[config.mk]
export PLATFORM = sky130hd
export DESIGN_NAME = mem_arbiter
export DESIGN_NICKNAME = d
export VERILOG_FILES = /design/src/rtl/mem_arbiter.sv
export SDC_FILE = /design/constraint.sdc
export NUM_CORES = 1
export LEC_CHECK = 0
export BUFFER_PORTS_ARGS = -buffer_cell sky130_fd_sc_hd__buf_2
export CAP_MARGIN = 5
export CORE_MARGIN = 5
export CORE_UTILIZATION = 58
export DETAILED_ROUTE_END_ITERATION = 16
export PLACE_DENSITY = 0.86
export SLEW_MARGIN = 10
export SYNTH_ARGS = -nofsm -noshare
export SYNTH_HDL_FRONTEND = slang
export SYNTH_SLANG_ARGS = --single-unit
[constraint.sdc]
create_clock -name clk -period 4.6 [get_ports clk]
set_input_delay 0.46 -clock clk [delete_from_list [all_inputs] [get_ports clk]]
set_output_delay 0.46 -clock clk [all_outputs]
set_load 0.02 [all_outputs]
[src/rtl/mem_arbiter.sv]
// Byte-serial memory arbiter: round-robin between instruction fetch and load/store
// unit, moving up to four bytes per access over an 8-bit synchronous RAM port.
module mem_arbiter #(
  parameter int AddrWidth = 32
) (
  input  logic                 clk,
  input  logic                 rst,
  input  logic                 is_exception_from_rob,
  input  logic                 is_req_from_fc,
  input  logic [AddrWidth-1:0] addr_from_fc,
  output logic                 is_finish_to_fc,
  output logic [31:0]          instr_to_fc,
  input  logic                 is_req_from_lsb,
  input  logic                 is_store_from_lsb,
  input  logic [1:0]           size_from_lsb,
  input  logic [AddrWidth-1:0] addr_from_lsb,
  input  logic [31:0]          data_from_lsb,
  output logic                 is_finish_to_lsb,
  output logic [31:0]          data_to_lsb,
  input  logic [7:0]           mem_din,
  output logic [7:0]           mem_dout,
  output logic [AddrWidth-1:0] mem_a,
  output logic                 mem_wr
);

  typedef enum logic [1:0] {IDLE, FETCH, LOAD, STORE} state_t;

  state_t               state;
  logic [2:0]           cnt;
  logic [2:0]           len;
  logic [AddrWidth-1:0] base;
  logic [31:0]          wdata;
  logic [7:0]           rbuf [4];
  logic                 last_lsb;

  logic                 fc_valid;
  logic                 lsb_valid;
  logic                 grant_fc;
  logic                 grant_lsb;
  logic [2:0]           lsb_len;
  logic [2:0]           cnt_nxt;
  logic [AddrWidth-1:0] addr_nxt;
  logic [31:0]          rd_word;

  always_comb begin
    // A requester still showing its finish pulse is the one just served.
    fc_valid  = is_req_from_fc && !is_finish_to_fc;
    lsb_valid = is_req_from_lsb && !is_finish_to_lsb;
    grant_fc  = (state == IDLE) && !is_exception_from_rob && fc_valid
                && (!lsb_valid || last_lsb);
    grant_lsb = (state == IDLE) && !is_exception_from_rob && lsb_valid && !grant_fc;

    case (size_from_lsb)
      2'd0:    lsb_len = 3'd1;
      2'd1:    lsb_len = 3'd2;
      default: lsb_len = 3'd4;
    endcase

    cnt_nxt  = cnt + 3'd1;
    addr_nxt = base + AddrWidth'(cnt_nxt);

    // Last byte arrives on mem_din in the cnt==len cycle; higher bytes stay zero.
    rd_word = {rbuf[3], rbuf[2], rbuf[1], rbuf[0]};
    case (len)
      3'd1:    rd_word[7:0]   = mem_din;
      3'd2:    rd_word[15:8]  = mem_din;
      default: rd_word[31:24] = mem_din;
    endcase
  end

  always_ff @(posedge clk) begin
    if (rst) begin
      state            <= IDLE;
      cnt              <= '0;
      len              <= '0;
      base             <= '0;
      wdata            <= '0;
      last_lsb         <= 1'b1;
      for (int unsigned i = 0; i < 4; i++) rbuf[i] <= '0;
      is_finish_to_fc  <= 1'b0;
      is_finish_to_lsb <= 1'b0;
      instr_to_fc      <= '0;
      data_to_lsb      <= '0;
      mem_dout         <= '0;
      mem_a            <= '0;
      mem_wr           <= 1'b0;
    end else begin
      is_finish_to_fc  <= 1'b0;
      is_finish_to_lsb <= 1'b0;
      case (state)
        IDLE: begin
          cnt      <= '0;
          mem_wr   <= 1'b0;
          mem_a    <= '0;
          mem_dout <= '0;
          if (grant_fc) begin
            state    <= FETCH;
            base     <= addr_from_fc;
            len      <= 3'd4;
            last_lsb <= 1'b0;
            mem_a    <= addr_from_fc;
            for (int unsigned i = 0; i < 4; i++) rbuf[i] <= '0;
          end else if (grant_lsb) begin
            base     <= addr_from_lsb;
            len      <= lsb_len;
            wdata    <= data_from_lsb;
            last_lsb <= 1'b1;
            mem_a    <= addr_from_lsb;
            for (int unsigned i = 0; i < 4; i++) rbuf[i] <= '0;
            if (is_store_from_lsb) begin
              state    <= STORE;
              mem_wr   <= 1'b1;
              mem_dout <= data_from_lsb[7:0];
            end else begin
              state <= LOAD;
            end
          end
        end

        FETCH, LOAD: begin
          if (is_exception_from_rob) begin
            state <= IDLE;
            cnt   <= '0;
            mem_a <= '0;
          end else if (cnt == len) begin
            state <= IDLE;
            cnt   <= '0;
            mem_a <= '0;
            if (state == FETCH) begin
              instr_to_fc     <= rd_word;
              is_finish_to_fc <= 1'b1;
            end else begin
              data_to_lsb      <= rd_word;
              is_finish_to_lsb <= 1'b1;
            end
          end else begin
            if (cnt != 3'd0) rbuf[2'(cnt - 3'd1)] <= mem_din;
            cnt   <= cnt_nxt;
            mem_a <= (cnt_nxt < len) ? addr_nxt : '0;
          end
        end

        STORE: begin
          if (cnt == len - 3'd1) begin
            state            <= IDLE;
            cnt              <= '0;
            is_finish_to_lsb <= 1'b1;
            mem_wr           <= 1'b0;
            mem_a            <= '0;
            mem_dout         <= '0;
          end else begin
            cnt      <= cnt_nxt;
            mem_a    <= addr_nxt;
            mem_dout <= wdata[{cnt_nxt[1:0], 3'b000} +: 8];
          end
        end

        default: state <= IDLE;
      endcase
    end
  end

endmodule
==> results.cfg <==
[outcome]
status = complete, no violations

[timing]
finalHoldViolations = 0
holdWs_ps = 197
fin_skew_ps = 5.28
fmax_mhz = 278
timing.final.crit_share_pct = 78.2
finalCriticalPeriod_ps = 3600
relSlewSlack_pct = 14.0
finalMaxSlewViolations = 0
rsz0062_at_grt = no
finalSetupViolCount = 0
tightest_slew_ps = 1290
fin_setup_tns_ps = 0

[clock_network]
clock_latency_ps = 500
root_buffer = clkbuf_16
htree_levels = 1
clk_pin_slew_ps = 60
cts_tree = done
clk_path_buf_depth = 3
cts_made_buffers = 22
clkSinkCount = 212
cts_hold_buffers = 0
post_cts_resized = 0
post_cts_buffers = 0

[floorplan]
die_w_um = 136
die-area_sq_um = 18400
ioPinCount = 219
die_h_um = 136
core_area_sq_um = 15700
start_util_pct = 58.4
rows = 46

[finish]
multi_input_area_sq_um = 4250
instances_no_fill = 1365
ff_latch_area_sq_um = 4560
design_area_sq_um = 11000
fill_cells = 1215
area_growth_pct = 20.1
fin_nets = 1260
drive_above_1_share_pct = 26.1
final_util_pct = 70.1

[placed_design]
io_buffers = 218
place_area_sq_um = 10300
dp_hpwl_um = 16600
dp.cells = 1323
gp_congestion = 0.836

[global_route]
antenna_found_initial = 3
grt_pass1_wl_um = 38400
grt_pass1_vias = 7730
grt.total_usage_pct = 25.4
grt_max_degree = 97
grt_overflow = 0

[worst_setup_path]
start_kind = flop
worstSetupEndpointType = flop
cp.required_ps = 4990
crit_type = flop to flop
arrival_ps = 3990
path_max_fanout = 29
r2r_slack_ps = 1000

[synth]
synth_cell_types = 59
synth_edf_count = 32
synth_commonest_cells = dfxtp_1, nand2_1, nor2_1
synth_area_sq_um = 9170
ys_ff_latch = 212
netlist_instances = 948
yosys.area.top_type = dfxtp_1
ys.flop_type = dfxtp_1
ys.warnings.count = 0
synth.most_common_cell = dfxtp_1
synth_fp_nets = 1077
synth-async-reset-ratio_pct = 0
post_synth.cell_area_avg_sq_um = 9.68
synth_top_area_share_pct = 39.3
yosys-top-cells-area = dfxtp_1, edfxtp_1, nand2_1
yosysSeqAreaShare_pct = 49.8

[min_path]
hold_class = input port to flop

[detailed_routing]
wl_um = 24200
ant_nets = 0
via_per_inst = 5.80
num_vias = 7921
drt_iter0_drc = 626
wl_per_cell_um = 17.7
firstDrtPassIters = 5
drc_errors = 0

[power_and_ir_drop]
ir_drop_mv = 0.258
p_leak_nw = 4.64
pwr_density_cell_nw_per_um2 = 397

[flow_run]
maxCapViolations = 0
[critical path, stage by stage (launching register included)]
cell	delay [ps]
dfxtp_1	700
inv_1	240
ha_1	370
ha_1	270
nor2b_1	130
o21a_1	160
o31ai_1	470
nand2_1	760
o22ai_1	360
[kinds of logic (layout without fill, tap and decap cells)]
| kind of cell | after synthesis | after routing | synth area share [%] |
|---|---|---|---|
| simple gates | 349 | 349 | 18.6 |
| compound gates | 215 | 215 | 16.2 |
| flops | 212 | 212 | 49.8 |
| buf+inv | 80 | 277 | 4.09 |
| mux | 40 | 40 | 5.46 |
| xor+xnor | 35 | 35 | 3.52 |
| fa+ha+maj | 17 | 17 | 2.40 |
| other cells | 0 | 4 | 0 |
[cell type report]
| cell class | count | share of cell area, % |
|---|---|---|
| antenna | 4 | 0.0909 |
| clock buffer | 28 | 5.67 |
| clock inverter | 10 | 0.739 |
| inverter | 11 | 0.375 |
| multi-input combinational | 656 | 38.6 |
| sequential | 212 | 41.4 |
| tap | 216 | 2.45 |
| timing repair buffer | 228 | 10.6 |
[placed cells by master (no fill, tap or decap), types with 4 or more instances in the layout]
master     instances
nand3_1           14
nor2b_1           13
buf_4             11
mux2i_1           32
mux4_2             8
a2bb2oi_1          8
or3_1              6
buf_2            217
nor3_1            15
clkbuf_16         23
a21oi_1           59
a22oi_1           18
a222oi_1           8
a211oi_1          58
diode_2            4
o31ai_1            5
and2b_2           10
dfxtp_1          180
and3_1             9
xnor2_1           19
nand4_1            9
and2_1            32
inv_1             10
ha_1              16
o22ai_1           29
nand2_1          125
nor4_1             7
nor2_1            85
xor2_1            15
clkinv_2           6
edfxtp_1          32
a22o_1            14
[where the power goes]
part           switching [mW]  internal [mW]
combinational           0.365          0.221
clock                   0.710           1.01
sequential             0.0728           1.99
total                    1.15           3.23
[per-stage QoR]
step | power (mW) | setup slack, ps
finish | 4.38 | 1000
global route | 4.55 | 670
CTS | 4.39 | 982
detailed placement | 2.68 | 1020
global placement | 2.66 | 1170
floorplan | 2.48 | 1660
[path summary, 6_finish.rpt]
path / end / cells after the start / start
worst min-delay path: wdata[26]$_SDFFE_PP0P_ / 3 / data_from_lsb[26]
worst max register to register: mem_a[4]$_SDFF_PP0_ / 8 / cnt[0]$_SDFF_PP0_
worst max-delay path: mem_a[4]$_SDFF_PP0_ / 8 / cnt[0]$_SDFF_PP0_
worst min register to register: data_to_lsb[16]$_SDFFE_PP0P_ / 2 / data_to_lsb[16]$_SDFFE_PP0P_
[sequential cells by signal (all words and copies together) (netlist names)]
name and count:
base 32, data_to_lsb 32, instr_to_fc 32, mem_a 32
rbuf 32, wdata 32, mem_dout 8, cnt 3
len 3, state 2, is_finish_to_fc 1, is_finish_to_lsb 1
last_lsb 1, mem_wr 1
[metal layers]
| layer | global-route usage (%) | up-vias | part of all wire (%) |
|---|---|---|---|
| li1 | - | 3763 | - |
| met2 | 42.3 | 343 | 47 |
| met5 | 0 | - | 0 |
| met3 | 4.64 | 68 | 8.1 |
| met1 | 32.9 | 3747 | 41 |
| met4 | 9.69 | 0 | 3.7 |
No activity file was read; power rests on OpenSTA's default activity.
